**src/rtl/systolic_skew_feeder_pkg.sv**
```systemverilog
// Shared definitions for the systolic skew feeder.
//   DATASIZE_DEFAULT : default signed operand width (must match PE_unit)
//   N                : array dimension, fixed at 4 by the PE_unit port list
//   STREAM_LEN       : cycles needed to push one skewed tile through (3N-2)
//   LANE_W / T_W     : widths of the lane index and the stream time counter
//   state_t          : feeder FSM states
package systolic_skew_feeder_pkg;

  localparam int DATASIZE_DEFAULT = 2;
  localparam int N                = 4;
  localparam int STREAM_LEN       = 3 * N - 2;
  localparam int LANE_W           = $clog2(N);
  localparam int T_W              = 4;

  typedef enum logic [2:0] {
    LOAD   = 3'd0,
    CLEAR  = 3'd1,
    STREAM = 3'd2,
    DRAIN  = 3'd3,
    DONE   = 3'd4
  } state_t;

endpackage

```
**src/rtl/systolic_skew_feeder_skew_lane_sel.sv**
```systemverilog
// Skew selector for one array lane.
// Given the N buffered elements of a lane (one per loaded beat), the lane index
// and the stream time t, returns the element that enters the array at time t,
// or zero when the lane is outside its skew window (t-lane not in 0..N-1).
//   lane_vals : element of this lane for beat 0..N-1 (beat k at index k)
//   lane      : lane index i (the skew delay in cycles)
//   t         : stream time
//   en        : high only while streaming; forces zero otherwise
//   elem      : selected element, bit-exact
module skew_lane_sel
  import systolic_skew_feeder_pkg::*;
#(
  parameter int datasize = DATASIZE_DEFAULT
) (
  input  logic [N-1:0][datasize-1:0] lane_vals,
  input  logic [LANE_W-1:0]          lane,
  input  logic [T_W-1:0]             t,
  input  logic                       en,
  output logic [datasize-1:0]        elem
);

  // One extra bit so that t < lane shows up as a set MSB (negative offset).
  logic [T_W:0] d;

  always_comb begin
    elem = '0;
    d    = {1'b0, t} - {{(T_W + 1 - LANE_W){1'b0}}, lane};
    if (en && !d[T_W] && (d[T_W-1:0] < T_W'(N))) begin
      elem = lane_vals[d[LANE_W-1:0]];
    end
  end

endmodule

```
**src/rtl/systolic_skew_feeder.sv**
```systemverilog
// Transmit side of the 4x4 PE_unit array interface.
// Loads one tile (N beats) over a valid/ready stream, pulses array_rst for one
// cycle, streams skewed zero-padded rows/columns for STREAM_LEN cycles, drains
// with zeros for DRAIN_CYCLES cycles, then pulses tile_done.
// Ports:
//   clk, reset         : single clock, synchronous active-high reset
//   in_valid/in_ready  : operand beat handshake
//   in_a               : beat k = A column k, lane i = A[i][k], lane 0 in LSBs
//   in_b               : beat k = B row k,    lane j = B[k][j], lane 0 in LSBs
//   array_rst          : one-cycle clear of the PE_unit accumulators
//   a1..a4, b1..b4     : skewed operand streams to PE_unit
//   busy               : high outside LOAD
//   tile_done          : one-cycle pulse, PE_unit outputs are final
//   state              : current FSM state (debug observation)
// Handshake: a beat transfers on a rising clk edge where in_valid && in_ready;
// in_ready is high only in LOAD and does not depend on in_valid, and in_valid
// is ignored whenever in_ready is low.
// All outputs are flops; each is loaded with the value implied by the next
// state so it lines up with that state.
module systolic_skew_feeder
  import systolic_skew_feeder_pkg::*;
#(
  parameter int datasize     = DATASIZE_DEFAULT,
  parameter int DRAIN_CYCLES = 8
) (
  input  logic                       clk,
  input  logic                       reset,
  input  logic                       in_valid,
  output logic                       in_ready,
  input  logic [N*datasize-1:0]      in_a,
  input  logic [N*datasize-1:0]      in_b,
  output logic                       array_rst,
  output logic signed [datasize-1:0] a1,
  output logic signed [datasize-1:0] a2,
  output logic signed [datasize-1:0] a3,
  output logic signed [datasize-1:0] a4,
  output logic signed [datasize-1:0] b1,
  output logic signed [datasize-1:0] b2,
  output logic signed [datasize-1:0] b3,
  output logic signed [datasize-1:0] b4,
  output logic                       busy,
  output logic                       tile_done,
  output state_t                     state
);

  localparam int DW = (DRAIN_CYCLES > 1) ? $clog2(DRAIN_CYCLES) : 1;

  state_t              state_q, state_d;
  logic [LANE_W-1:0]   beat_q, beat_d;
  logic [T_W-1:0]      t_q, t_d;
  logic [DW-1:0]       drain_q, drain_d;
  logic                accept;
  logic                stream_d;

  logic [N*datasize-1:0]       buf_a [N];
  logic [N*datasize-1:0]       buf_b [N];
  logic [N-1:0][datasize-1:0]  a_sel, b_sel;
  logic [N-1:0][datasize-1:0]  a_q, b_q;

  // Next-state logic.
  always_comb begin
    state_d = state_q;
    beat_d  = beat_q;
    t_d     = t_q;
    drain_d = drain_q;
    accept  = 1'b0;
    unique case (state_q)
      LOAD: begin
        if (in_valid && in_ready) begin
          accept = 1'b1;
          beat_d = beat_q + 1'b1;
          if (beat_q == LANE_W'(N - 1)) begin
            state_d = CLEAR;
            beat_d  = '0;
          end
        end
      end
      CLEAR: begin
        state_d = STREAM;
        t_d     = '0;
      end
      STREAM: begin
        // t stops at its last value; it is cleared again in CLEAR.
        if (t_q == T_W'(STREAM_LEN - 1)) begin
          state_d = DRAIN;
          drain_d = '0;
        end else begin
          t_d = t_q + 1'b1;
        end
      end
      DRAIN: begin
        if (drain_q == DW'(DRAIN_CYCLES - 1)) begin
          state_d = DONE;
        end else begin
          drain_d = drain_q + 1'b1;
        end
      end
      DONE: begin
        state_d = LOAD;
      end
      default: begin
        state_d = LOAD;
      end
    endcase
  end

  assign stream_d = (state_d == STREAM);

  // Lane selectors look at next-cycle t so the registered outputs carry the
  // element for the t that is current when they appear.
  for (genvar i = 0; i < N; i++) begin : g_lane
    logic [N-1:0][datasize-1:0] a_col, b_col;
    for (genvar k = 0; k < N; k++) begin : g_beat
      assign a_col[k] = buf_a[k][i*datasize +: datasize];
      assign b_col[k] = buf_b[k][i*datasize +: datasize];
    end
    skew_lane_sel #(.datasize(datasize)) u_a_sel (
      .lane_vals (a_col),
      .lane      (LANE_W'(i)),
      .t         (t_d),
      .en        (stream_d),
      .elem      (a_sel[i])
    );
    skew_lane_sel #(.datasize(datasize)) u_b_sel (
      .lane_vals (b_col),
      .lane      (LANE_W'(i)),
      .t         (t_d),
      .en        (stream_d),
      .elem      (b_sel[i])
    );
  end

  // Control state and registered outputs.
  always_ff @(posedge clk) begin
    if (reset) begin
      state_q   <= LOAD;
      beat_q    <= '0;
      t_q       <= '0;
      drain_q   <= '0;
      in_ready  <= 1'b1;
      array_rst <= 1'b0;
      busy      <= 1'b0;
      tile_done <= 1'b0;
      a_q       <= '0;
      b_q       <= '0;
    end else begin
      state_q   <= state_d;
      beat_q    <= beat_d;
      t_q       <= t_d;
      drain_q   <= drain_d;
      in_ready  <= (state_d == LOAD);
      array_rst <= (state_d == CLEAR);
      busy      <= (state_d != LOAD);
      tile_done <= (state_d == DONE);
      a_q       <= a_sel;
      b_q       <= b_sel;
    end
  end

  // Operand buffer; contents are don't-care until a full tile is loaded.
  always_ff @(posedge clk) begin
    if (!reset && accept) begin
      buf_a[beat_q] <= in_a;
      buf_b[beat_q] <= in_b;
    end
  end

  assign a1    = a_q[0];
  assign a2    = a_q[1];
  assign a3    = a_q[2];
  assign a4    = a_q[3];
  assign b1    = b_q[0];
  assign b2    = b_q[1];
  assign b3    = b_q[2];
  assign b4    = b_q[3];
  assign state = state_q;

endmodule

```
**config.mk**
```make
export PLATFORM = sky130hd
export DESIGN_NAME = systolic_skew_feeder
export DESIGN_NICKNAME = d
export VERILOG_FILES = /design/src/rtl/systolic_skew_feeder_pkg.sv /design/src/rtl/systolic_skew_feeder_skew_lane_sel.sv /design/src/rtl/systolic_skew_feeder.sv
export SDC_FILE = /design/constraint.sdc
export NUM_CORES = 1
export LEC_CHECK = 0
export CAP_MARGIN = 0
export CORE_MARGIN = 2
export CORE_UTILIZATION = 48
export DETAILED_ROUTE_END_ITERATION = 8
export DONT_BUFFER_PORTS = 1
export GPL_ROUTABILITY_DRIVEN = 0
export HOLD_SLACK_MARGIN = 0.08
export PLACE_DENSITY_LB_ADDON = 0.12
export SYNTH_ARGS = -nofsm -noshare
export SYNTH_HDL_FRONTEND = slang
export SYNTH_HIERARCHICAL = 1
export SYNTH_SLANG_ARGS = --single-unit
```
**constraint.sdc**
```tcl
create_clock -name clk -period 5.93 [get_ports clk]
set_input_delay 0.593 -clock clk [delete_from_list [all_inputs] [get_ports clk]]
set_output_delay 0.593 -clock clk [all_outputs]
set_load 0.02 [all_outputs]
```
After elaboration in Yosys (flattened, before gate mapping)
Memories as Yosys holds them, arrays and structs flattened.
Cells that the tools add are included.
Storage, ports and cells
  flip-flop bits (word level): 32
  latch bits: 0
  memory bits (writable): 64
  memory bits (read-only): 0
  input port bits: 19
  output and inout port bits: 23
  logic and storage cells: 101
  memories kept: 2
Memory list
  buf_a: depth 4, bits a word 8, rd ports 4, clocked after Yosys merged registers in 0, write ports 1, RTL line systolic_skew_feeder.sv:55  | logic [N*datasize-1:0] buf_a [N];
  buf_b: depth 4, bits a word 8, rd ports 4, clocked after Yosys merged registers in 0, write ports 1, RTL line systolic_skew_feeder.sv:56  | logic [N*datasize-1:0] buf_b [N];
Cells by class
  add/sub/neg operators: 6
  multiply operators: 0
  divide/modulo/power cells: 0
  order comparisons: 8
  equal/unequal tests: 11
  shifts and indexed selects: 0
  muxes and demuxes: 31
  bitwise operators: 4
  reduce and logical (&&, ||, !) cells: 23
Operators with widths (number)
  2-bit binary-select mux with 2-bit select: 8
  2-bit 2-to-1 mux: 9
  3-bit 2-to-1 mux: 6
  4-bit by 3-bit less-than comparator with 1-bit output (second input constant): 4
  2-bit by 3-bit less-than comparator with 1-bit output (second input constant): 4
  3-bit one-hot mux with 4 select lines: 1
  4-bit by 2-bit subtractor with 5-bit output (second input constant): 2
  3-bit by 2-bit == test with 1-bit output (second input constant): 3
  1-bit logical AND: 9
  4-bit one-hot mux with 2 select lines: 1
  2-bit OR reduction: 4
  3-bit by 1-bit == test with 1-bit output (second input constant): 2
  3-bit == test (second input constant): 2
  3-bit zero test: 2
  3-bit one-hot mux with 2 select lines: 1
  4-bit by 1-bit subtractor with 5-bit output (second input constant): 1
  4-bit by 1-bit adder with 4-bit output (second input constant): 1
  4-bit == test (second input constant): 1
  1-bit zero test: 4
  1-bit 2-to-1 mux: 4
  4-bit 2-to-1 mux: 1
  2-bit inequality test (second input constant): 2
  1-bit NOT: 4
  3-bit by 1-bit adder with 3-bit output (second input constant): 1
  other kinds (6): 6

Logic depth before layout (Yosys ltp)
Gate-level depths: netlist (run 1).
  depth in word-level cells: 9
  mapped depth: 14
  mapped depth without buffers: 14

By module
Netlist (run 1), hierarchy kept.
By module, submodules not included
  systolic_skew_feeder: instances 1, cells each 199, area each 3258.1 sq um, sequential area each 2562.5 sq um
  skew_lane_sel: instances 8, cells each 16, area each 157.7 sq um, sequential area each 0.0 sq um

Worst setup path after synthesis (run 1)
OpenSTA, ideal clock, no wires.
  path type: register -> register
  start point: reg state_q[1], in the netlist state[1]
  end point: reg a_q, in the netlist a2[0]
  setup time: 0.128 ns
  data arrival time: 2.862 ns
  data required time: 5.802 ns
  path slack: 2.940 ns
  cell stages (with the launch flop): 8
  buffers on the path: 0
  period minus slack after synthesis: 2.990 ns
  path through: dfxtp_1 -> or3b_4 -> or3_1 -> nand2_1 -> fa_1 -> mux4_2 -> and2_1 -> nor2b_1
Between the ends
  word-level cells in the longest chain between the ends: 8
  elaborated cells on any way between the ends: 20
  those cells by class: add/sub: 1; order compare: 1; eq/ne: 4; mux: 8; bitwise: 1; reduce/logical: 5
RTL lines
  from (decl): RTL line systolic_skew_feeder.sv:48  | state_t state_q, state_d;
  from (signal assigned): RTL line systolic_skew_feeder.sv:147  | state_q <= state_d;
  3-bit by 2-bit == test with 1-bit output / 3-bit by 1-bit == test with 1-bit output (equally long branches): RTL line systolic_skew_feeder.sv:67  | unique case (state_q)
  4-bit one-hot mux with 2 select lines *: RTL line systolic_skew_feeder.sv:67
  net t_d[1]: RTL line systolic_skew_feeder.sv:50  | logic [T_W-1:0] t_q, t_d;
  4-bit by 1-bit subtractor with 5-bit output *: RTL line systolic_skew_feeder_skew_lane_sel.sv:27  | d = {1'b0, t} - {{(T_W + 1 - LANE_W){1'b0}}, lane};
  branches (longest 5 deep; another with 4-bit by 3-bit less-than comparator with 1-bit output)
  to (signal assigned): RTL line systolic_skew_feeder.sv:155  | a_q <= a_sel;
  to (decl): RTL line systolic_skew_feeder.sv:58  | logic [N-1:0][datasize-1:0] a_q, b_q;
Mark *: on every way through the listed nets, which the timed path passes. The select of a mux whose other input is x is not followed.
A chain may end at the register's enable or synchronous reset.

Final worst setup path (run 1)
  start point: reg state_q[1], in the netlist state[1]
  end point: reg b_q, in the netlist b4[0]
Between the ends
  word-level cells in the longest chain between the ends: 8
  elaborated cells on any way between the ends: 20
  those cells by class: add/sub: 1; order compare: 1; eq/ne: 4; mux: 8; bitwise: 1; reduce/logical: 5
RTL lines
  3-bit by 2-bit == test with 1-bit output / 3-bit by 1-bit == test with 1-bit output (equally long branches): RTL line systolic_skew_feeder.sv:67
  4-bit one-hot mux with 2 select lines *: RTL line systolic_skew_feeder.sv:67
  net t_d[1]: RTL line systolic_skew_feeder.sv:50
  4-bit by 2-bit subtractor with 5-bit output *: RTL line systolic_skew_feeder_skew_lane_sel.sv:27
  branches (longest 5 deep; another with 4-bit by 3-bit less-than comparator with 1-bit output)
  to (signal assigned): RTL line systolic_skew_feeder.sv:156  | b_q <= b_sel;
  to (decl): RTL line systolic_skew_feeder.sv:58
Marks and branches as above.

==> metrics.cfg, run 1 <==
[timing]
maxClockFrequency_mhz = 283
min_period_ns = 3.53
finalCritPeriodShare = 0.596
fin_setup_tns_ns = 0
slew_violations = 0
setup_ws_ns = 2.40
hold_viol_final = 0
clock_skew_ns = 0.00872
rsz0062_at_grt = no
hold_slack_ns = 0.302
worst_pin_slew_ns = 1.20
relSlewSlack = 0.202
setup_violations = 0

[synthesis]
syn_inst = 327
synth_cell_types = 41
synth_edf_count = 64
synth_mux_area_frac = 0.0797
synth_compound_area_frac = 0.0504
yosysTopAreaCellShare = 0.425
async_flop_share = 0
synth_xor_area_frac = 0.0155
seq_area_frac_synth = 0.567
yosys.area.top_type = edfxtp_1
avgSynthCellArea_sq_um = 13.8
synthSimpleGateAreaFrac = 0.155
ys_ff_latch = 96
synthAdderAreaFrac = 0.102
synth_warnings = 6
netlist_area_sq_um = 4520
synthFlopType = edfxtp_1
synthTopCellsByArea = edfxtp_1 (43%), dfxtp_1 (14%), mux4_2 (8.0%)
synth_top_family_by_area = simple AND/OR/NAND/NOR gates

[grt]
track_usage = 0.164
use_met3 = 0.0479
antenna_found_initial = 0
grt_pass1_wl_mm = 12.5
global_route.usage.met2 = 0.270
gr-max-usage-layer = met2
grt_util_met1 = 0.211
grt_max_degree = 33
grt_pass1_vias = 2508
gr-total-overflow = 0

[worst_hold_path]
min-delay-path-class = in -> reg
min_from = reset
hold_path_depth = 1
hold_path_end = state[0]

[worst_setup_path]
startpoint_type = flop
criticalPathCategory = reg -> reg
crit_arrival_ns = 3.78
startpoint = state[1]
cp.required_ns = 6.18
critPathMaxFanout = 20
reg2reg_to = b4[0]
rr_worst_depth = 7
reg2reg_slack_ns = 2.40
crit_path_end_kind = flop
r2r-start = state[1]

[power_and_ir_drop]
power.leakage_nw = 1.79
power_switching_uw = 252
power_density_nw_per_um2 = 255
power_frac_seq = 0.585
internal_power_uw = 997
power_frac_clock = 0.358
power_mw = 1.25
peakVddDrop_v = 0.000129
comb_power_share = 0.057
swShare = 0.202

[cells_and_area]
layout-drive-gt1-share = 0.128
finalNonFillerCells = 462
diodes = 0
area_growth_pct = 8.47
area.sequential_sq_um = 2560
fin_nets = 397
multi_input_area_sq_um = 1880
fillCellCount = 782

[place]
dp_cells = 446
pre_cts_ws_ns = 2.37
io_buffer_count = 0
dp_hpwl_mm = 5.06

[clocking]
clock_sinks = 96
cts_tree = yes
clk_path_buf_depth = 2
post_cts_buffers = 0
cts_resized = 0
clkTransAtPathRegs_ns = 0.09
cts_max_level = 3
clockRootBuffer = clkbuf_8
cts_hold_buf = 0
clkLatencyLatePin_ns = 0.35
numCtsBuffers = 9

[job]
drv_cap = 0

[floorplanning]
dieArea_sq_um = 10200
chipHeight_um = 101
top_level_ports = 42
die_x_um = 101
core_sq_um = 9200
rows = 35
start_util = 0.491

[outcome]
status = finished, final reports clean

[routing]
ant_nets = 0
viasPerCell = 5.40
dr_total_vias = 2494
first_pass_iters = 4
initialDrtViolationCount = 119
drt_wl_total_mm = 7.56
wl_per_cell_um = 16.4
remaining_drc_errors = 0

## cells by family after synthesis
group | count (synthesis)
adder cells (fa/ha/maj) | 32
buffers and inverters | 35
flip-flops | 96
multiplexers | 16
other | 2
XOR/XNOR | 8
AO/OA/AOI/OAI | 31
AND/OR/NAND/NOR | 107
## through the flow
step | area, sq um | utilization
finish | 4900 | 0.533
floorplan | 4570 | -
global route | 4900 | 0.533
detailed placement | 4690 | 0.510
CTS | 4900 | 0.533
global placement | 4690 | 0.510
## flip-flops by register name, indices dropped and copies added (netlist names)
signal,flops
b3,2
buf_b,32
a1,2
a2,2
tile_done,1
b4,2
drain_q,3
array_rst,1
a3,2
b1,2
state,3
beat_q,2
buf_a,32
in_ready,1
b2,2
busy,1
t_q,4
a4,2
## how the worst max path moves through the flow
stage,endpoint,slack [ns]
floorplan,a2[0],2.94
global placement,b4[0],2.45
detailed placement,b4[1],2.37
CTS,b4[1],2.33
global route,a3[1],2.10
finish,b4[0],2.40
## synthesized netlist by cell type (2+ instances only)
cell      instances
o21ai_0           3
nand2_1          12
and2_1           21
nand2b_1          2
nor2_1            3
xor2_1            8
nor3_2            8
nor2b_1          26
or3b_2            2
mux4_2           16
ha_1             24
and3_1            2
conb_1            2
inv_1            29
a31o_2            3
a21oi_1           7
or2b_1            2
nor3b_1           4
nand3b_1          2
o221ai_1          3
o31a_1            8
clkbuf_1          6
nor3_1            4
nor4_1           10
dfxtp_1          32
a31oi_1           2
and3b_1           2
fa_1              8
edfxtp_1         64
## layout make-up
class | instances | share of cell area
clock buffer | 10 | 0.0260
clock inverter | 6 | 0.0171
inverter | 29 | 0.0222
multi-input combinational | 210 | 0.384
sequential | 96 | 0.523
tap | 111 | 0.0283
## layer usage
metal | wire length, um | part of all wire | vias to the layer above
li1 | - | - | 1223
met4 | 68 | 0.0090 | 0
met2 | 3780 | 0.50 | 37
met3 | 269 | 0.036 | 5
met5 | 0 | 0 | -
met1 | 3440 | 0.46 | 1229
## cell usage in the layout (no fill, tap or decap), types with 8 or more instances in the layout
cell,count
edfxtp_1,64
dfxtp_1,32
inv_1,29
nor2b_1,26
ha_1,24
and2_1,21
conb_1,16
mux4_2,16
nand2_1,12
nor4_1,10
clkbuf_8,9
o31a_1,8
xor2_1,8
nor3_2,8
fa_1,8
## critical path, cell delays in order (launching register included)
cell and delay, ns:
dfxtp_1 0.77, or3b_4 0.48, o221ai_1 0.20, nand2_1 0.56, fa_1 0.82, mux4_2 0.31, and2_1 0.17, nor2b_1 0.12
## power by group through the flow
stage	combinational, mW	sequential, mW	clock, mW
after floorplan	0.0615	0.744	0
after global placement	0.0700	0.746	0
after detailed placement	0.0712	0.746	0
after CTS	0.0716	0.731	0.462
after global routing	0.0812	0.732	0.490
final	0.0714	0.730	0.447
No activity file was read; power rests on OpenSTA's default activity.
==> inputs of run 2 (changes only) <==
==> constraint.sdc (replaced) <==
create_clock -name clk -period 3.22 [get_ports clk]
set_input_delay 0.322 -clock clk [delete_from_list [all_inputs] [get_ports clk]]
set_output_delay 0.322 -clock clk [all_outputs]
set_load 0.02 [all_outputs]
==> metrics.cfg, run 2 (synthesis gave the netlist of run 1 again) <==
[place]
dpl_cell_area_sq_um = 4790  ; +2.1%
dp_hpwl_mm = 5.46  ; +7.9%
dp_cells = 459  ; +2.9%
io_buffer_count = 0  ; unchanged
pre_cts_ws_ns = 0.292  ; -2.07 ns

[timing]
slew_violations = 0  ; unchanged
clock_skew_ns = 0.00885  ; +0.000127 ns
worst_pin_slew_ns = 1.14  ; -0.0519 ns
min_period_ns = 2.96  ; -0.576 ns
maxClockFrequency_mhz = 338  ; +19%
setup_violations = 0  ; unchanged
fin_setup_tns_ns = 0  ; unchanged
hold_slack_ns = 0.225  ; -0.0772 ns
rsz0062_at_grt = no
finalCritPeriodShare = 0.918  ; +0.323
setup_ws_ns = 0.263  ; -2.13 ns
hold_viol_final = 0  ; unchanged
relSlewSlack = 0.237  ; +0.0346

[routing]
dr_total_vias = 2652  ; +6.3%
ant_nets = 0  ; unchanged
first_pass_iters = 6  ; +2
wl_per_cell_um = 16.4  ; about the same
remaining_drc_errors = 0  ; unchanged
drt_wl_total_mm = 8.06  ; +6.6%
viasPerCell = 5.39  ; -0.15%
initialDrtViolationCount = 81  ; -32%

[clocking]
clockRootBuffer = clkbuf_8
clock_sinks = 96  ; unchanged
cts_max_level = 3  ; unchanged
clk_path_buf_depth = 2  ; unchanged
clkTransAtPathRegs_ns = 0.09  ; about the same
post_cts_buffers = 0  ; unchanged
numCtsBuffers = 9  ; unchanged
clkLatencyLatePin_ns = 0.36  ; about the same
cts_tree = yes

[cells_and_area]
layout-drive-gt1-share = 0.155  ; +0.0267
final_area_sq_um = 5150  ; +5.1%
fillCellCount = 762  ; -2.6%
top_regs = buf_a x32, buf_b x32, t_q x4
fin_nets = 427  ; +7.6%
diodes = 0  ; unchanged
final_cell_mix = edfxtp_1 (64), dfxtp_1 (32), inv_1 (29), nor2b_1 (26), ha_1 (24)
area_growth_pct = 14.0
mostFrequentLayoutCell = edfxtp_1
finalNonFillerCells = 492  ; +6.5%

[floorplanning]
dieArea_sq_um = 10200  ; unchanged
start_util = 0.491  ; unchanged
core_sq_um = 9200  ; unchanged
die_x_um = 101  ; unchanged
chipHeight_um = 101  ; unchanged
rows = 35  ; unchanged
top_level_ports = 42  ; unchanged

[worst_setup_path]
cp.required_ns = 3.43  ; -2.75 ns
startpoint_type = flop
criticalPathCategory = reg -> reg
critPathMaxFanout = 8  ; -60%
crit_path_end_kind = flop
crit_arrival_ns = 3.16  ; -0.62 ns

[grt]
antenna_found_initial = 0  ; unchanged
gr-total-overflow = 0  ; unchanged
grt_pass1_wl_mm = 13.3  ; +5.7%
track_usage = 0.174  ; +0.0103
grt_pass1_vias = 2672  ; +6.5%
grt_max_degree = 27  ; -18%

[power_and_ir_drop]
power_density_nw_per_um2 = 445  ; +75%
power.leakage_nw = 1.92  ; +7.3%
peakVddDrop_v = 0.000278  ; +120%

[outcome]
status = finished, final reports clean

[worst_hold_path]
min-delay-path-class = in -> reg

[job]
drv_cap = 0  ; unchanged

run 2: final cells by class:
class	count	area, sq um	area share
clock buffer	10	128	0.0248
tap	111	139	0.0270
timing repair buffer	30	268	0.0520
sequential	96	2560	0.497
clock inverter	6	66.3	0.0129
inverter	29	109	0.0211
multi-input combinational	210	1880	0.365
run 2: metal layers:
layer  vias up  GRT usage  share of wire
li1       1291          -              -
met1      1297      0.211           0.43
met2        47      0.298           0.51
met3        17     0.0506          0.042
met4         0     0.0603          0.018
met5         -          0              0
run 2: worst paths after layout:
path | cells after the start | to | start | slack (ns)
worst min register to register | 1 | drain_q[1] | drain_q[1] | 0.50
worst max-delay path | 12 | b4[0] | t_q[1] | 0.26
worst max register to register | 12 | b4[0] | t_q[1] | 0.26
worst min-delay path | 2 | drain_q[1] | reset | 0.22
run 2: timing repair:
item / in CTS / in global routing
hold buffers: 17 / 0
resized for setup: 0 / 0
endpoints found under the hold margin: 90 / 0
run 2: critical path: stages (launching register included):
cell and delay, ns:
dfxtp_1 0.38, inv_1 0.06, ha_1 0.20, and3b_1 0.22
o221ai_1 0.22, nand2_1 0.27, inv_1 0.13, ha_1 0.17
inv_1 0.05, fa_1 0.53, mux4_2 0.29, and2_1 0.17
nor2b_1 0.12
run 2: where the power goes:
| group | total (mW) | switching, mW | internal [mW] |
|---|---|---|---|
| sequential | 1.34 | 0.00708 | 1.34 |
| clock | 0.784 | 0.421 | 0.363 |
| combinational | 0.167 | 0.0845 | 0.0822 |
run 2: metrics by stage:
step | power, mW | utilization
after floorplan | 1.48 | -
after global placement | 1.51 | 0.521
after detailed placement | 1.51 | 0.521
after CTS | 2.33 | 0.560
after global routing | 2.39 | 0.560
final | 2.29 | 0.560
==> inputs of run 3 (changes only) <==
--- a/config.mk
+++ b/config.mk
@@ -6,7 +6,6 @@
 export NUM_CORES = 1
 export LEC_CHECK = 0
 export CAP_MARGIN = 0
-export CORE_MARGIN = 2
 export CORE_UTILIZATION = 48
 export DETAILED_ROUTE_END_ITERATION = 8
 export DONT_BUFFER_PORTS = 1
==> metrics.cfg, run 3 (synthesis gave the netlist of run 1 again) <==
[power_and_ir_drop]
power_density_nw_per_um2 = 483  ; +8.6%
power.leakage_nw = 1.95  ; +1.5%
peakVddDrop_v = 0.000277  ; -0.11%

[grt]
gr-total-overflow = 0  ; unchanged
track_usage = 0.180  ; +0.00590
use_met3 = 0.0433  ; -0.00736
global_route.usage.met2 = 0.292  ; -0.00637
antenna_found_initial = 0  ; unchanged
grt_pass1_vias = 2662  ; -0.37%
gr-max-usage-layer = met2
grt_util_met1 = 0.236  ; +0.0250
grt_pass1_wl_mm = 13.4  ; +0.73%
grt_max_degree = 27  ; unchanged

[timing]
maxClockFrequency_mhz = 340  ; +0.46%
setup_violations = 0  ; unchanged
fin_setup_tns_ns = 0  ; unchanged
hold_viol_final = 0  ; unchanged
finalCritPeriodShare = 0.914  ; -0.00416
relSlewSlack = 0.169  ; -0.0677
worst_pin_slew_ns = 1.25  ; +0.101 ns
min_period_ns = 2.94  ; -0.0134 ns
slew_violations = 0  ; unchanged
rsz0062_at_grt = no
clock_skew_ns = 0.00982  ; +0.000975 ns

[cells_and_area]
layout-drive-gt1-share = 0.153  ; -0.00182
fillCellCount = 752  ; -1.3%
final_cell_mix = edfxtp_1 (64), dfxtp_1 (32), inv_1 (29), nor2b_1 (26), ha_1 (24)
finalNonFillerCells = 490  ; -0.41%
fin_nets = 425  ; -0.47%
top_regs = buf_a x32, buf_b x32, t_q x4
mostFrequentLayoutCell = edfxtp_1
diodes = 0  ; unchanged
area_growth_pct = 15.3

[worst_setup_path]
critPathMaxFanout = 8  ; unchanged
r2r-start = t_q[0]
startpoint_type = flop
reg2reg_slack_ns = 0.28  ; about the same
crit_path_end_kind = flop
crit_arrival_ns = 3.13  ; -0.03 ns
reg2reg_to = a2[1]
criticalPathCategory = reg -> reg
max_stage_delay_ns = 0.53  ; about the same
path_cells = ha_1, nand3b_1, a31oi_1, nand2_1, inv_1, ha_1, inv_1, fa_1, mux4_2, and2_1, nor2b_1
slowest_stage = fa_1
crit_path_end = a2[1]
cp.required_ns = 3.41  ; -0.02 ns
startpoint = t_q[0]
rr_worst_depth = 11  ; -1

[clocking]
cts_max_level = 3  ; unchanged
cts_tree = yes
clockRootBuffer = clkbuf_8
clock_sinks = 96  ; unchanged
clkLatencyLatePin_ns = 0.35  ; about the same
numCtsBuffers = 9  ; unchanged
clkTransAtPathRegs_ns = 0.10  ; about the same
cts_resized = 0  ; unchanged
clk_path_buf_depth = 2  ; unchanged

[outcome]
status = finished, final reports clean

[floorplanning]
core_sq_um = 9200  ; unchanged
dieArea_sq_um = 9810  ; -3.9%
chipHeight_um = 99.0  ; -2.0%
top_level_ports = 42  ; unchanged
die_x_um = 99.0  ; -2.0%
rows = 35  ; unchanged
start_util = 0.491  ; unchanged

[routing]
remaining_drc_errors = 0  ; unchanged
ant_nets = 0  ; unchanged
dr_total_vias = 2614  ; -1.4%
wl_per_cell_um = 16.2  ; -0.97%
first_pass_iters = 6  ; unchanged
viasPerCell = 5.33  ; -1.0%
initialDrtViolationCount = 83  ; +2.5%
drt_wl_total_mm = 7.95  ; -1.4%

[place]
dp_hpwl_mm = 5.17  ; -5.2%
io_buffer_count = 0  ; unchanged
dp_cells = 457  ; -0.44%

[worst_hold_path]
min-delay-path-class = in -> reg

[job]
drv_cap = 0  ; unchanged

run 3: worst max-delay path: cells and delay by family, from the launching register on:
kind,cells,cell delay [ns]
AND/OR/NAND/NOR,4,0.73
flip-flops,1,0.43
adder cells (fa/ha/maj),3,0.91
AO/OA/AOI/OAI,1,0.26
buffers and inverters,2,0.18
multiplexers,1,0.29
run 3: layer usage:
layer,share of wire,vias up
met2,0.49,50
li1,-,1277
met4,0.016,0
met5,0,-
met3,0.030,12
met1,0.47,1275
run 3: worst min-delay path by stage:
stage / endpoint / slack, ns / start / depth (start not counted)
2_1_floorplan: buf_a[0][0] / 0.42 / in_a[0] / 0
3_3_place_gp: state[0] / 0.40 / reset / 1
3_5_place_dp: t_q[0] / 0.40 / reset / 1
4_1_cts: drain_q[0] / 0.21 / reset / 2
5_1_grt: drain_q[0] / 0.21 / reset / 2
6_report: drain_q[0] / 0.23 / reset / 2
run 3: repair_timing:
item / in CTS / in global routing
setup buffers: 0 / 0
endpoints found under the setup margin: 0 / 0
hold buffers: 17 / 0
endpoints found under the hold margin: 90 / 0
run 3: final cells by class:
type                       count  area, sq um  area share
clock buffer                   9          124      0.0238
clock inverter                 7          141      0.0271
inverter                      29          109      0.0209
multi-input combinational    210         1880       0.361
sequential                    96         2560       0.492
tap                          111          139      0.0267
timing repair buffer          28          253      0.0485
run 3: where the power goes:
part | internal [mW] | leakage [nW] | switching (mW)
clock | 0.596 | 0.131 | 0.414
combinational | 0.0816 | 0.980 | 0.0832
sequential | 1.34 | 0.839 | 0.00754
total | 2.01 | 1.95 | 0.505
run 3: through the flow:
stage | instance area (sq um) | power, mW | hold WS, ns | util | setup slack, ns
after floorplan | 4570 | 1.48 | 0.421 | - | 0.230
after global placement | 4770 | 1.50 | 0.396 | 0.519 | 0.349
after detailed placement | 4770 | 1.51 | 0.399 | 0.519 | 0.326
after CTS | 5210 | 2.55 | 0.205 | 0.566 | 0.241
after global routing | 5210 | 2.61 | 0.207 | 0.566 | 0.0345
final | 5210 | 2.52 | 0.229 | 0.566 | 0.277
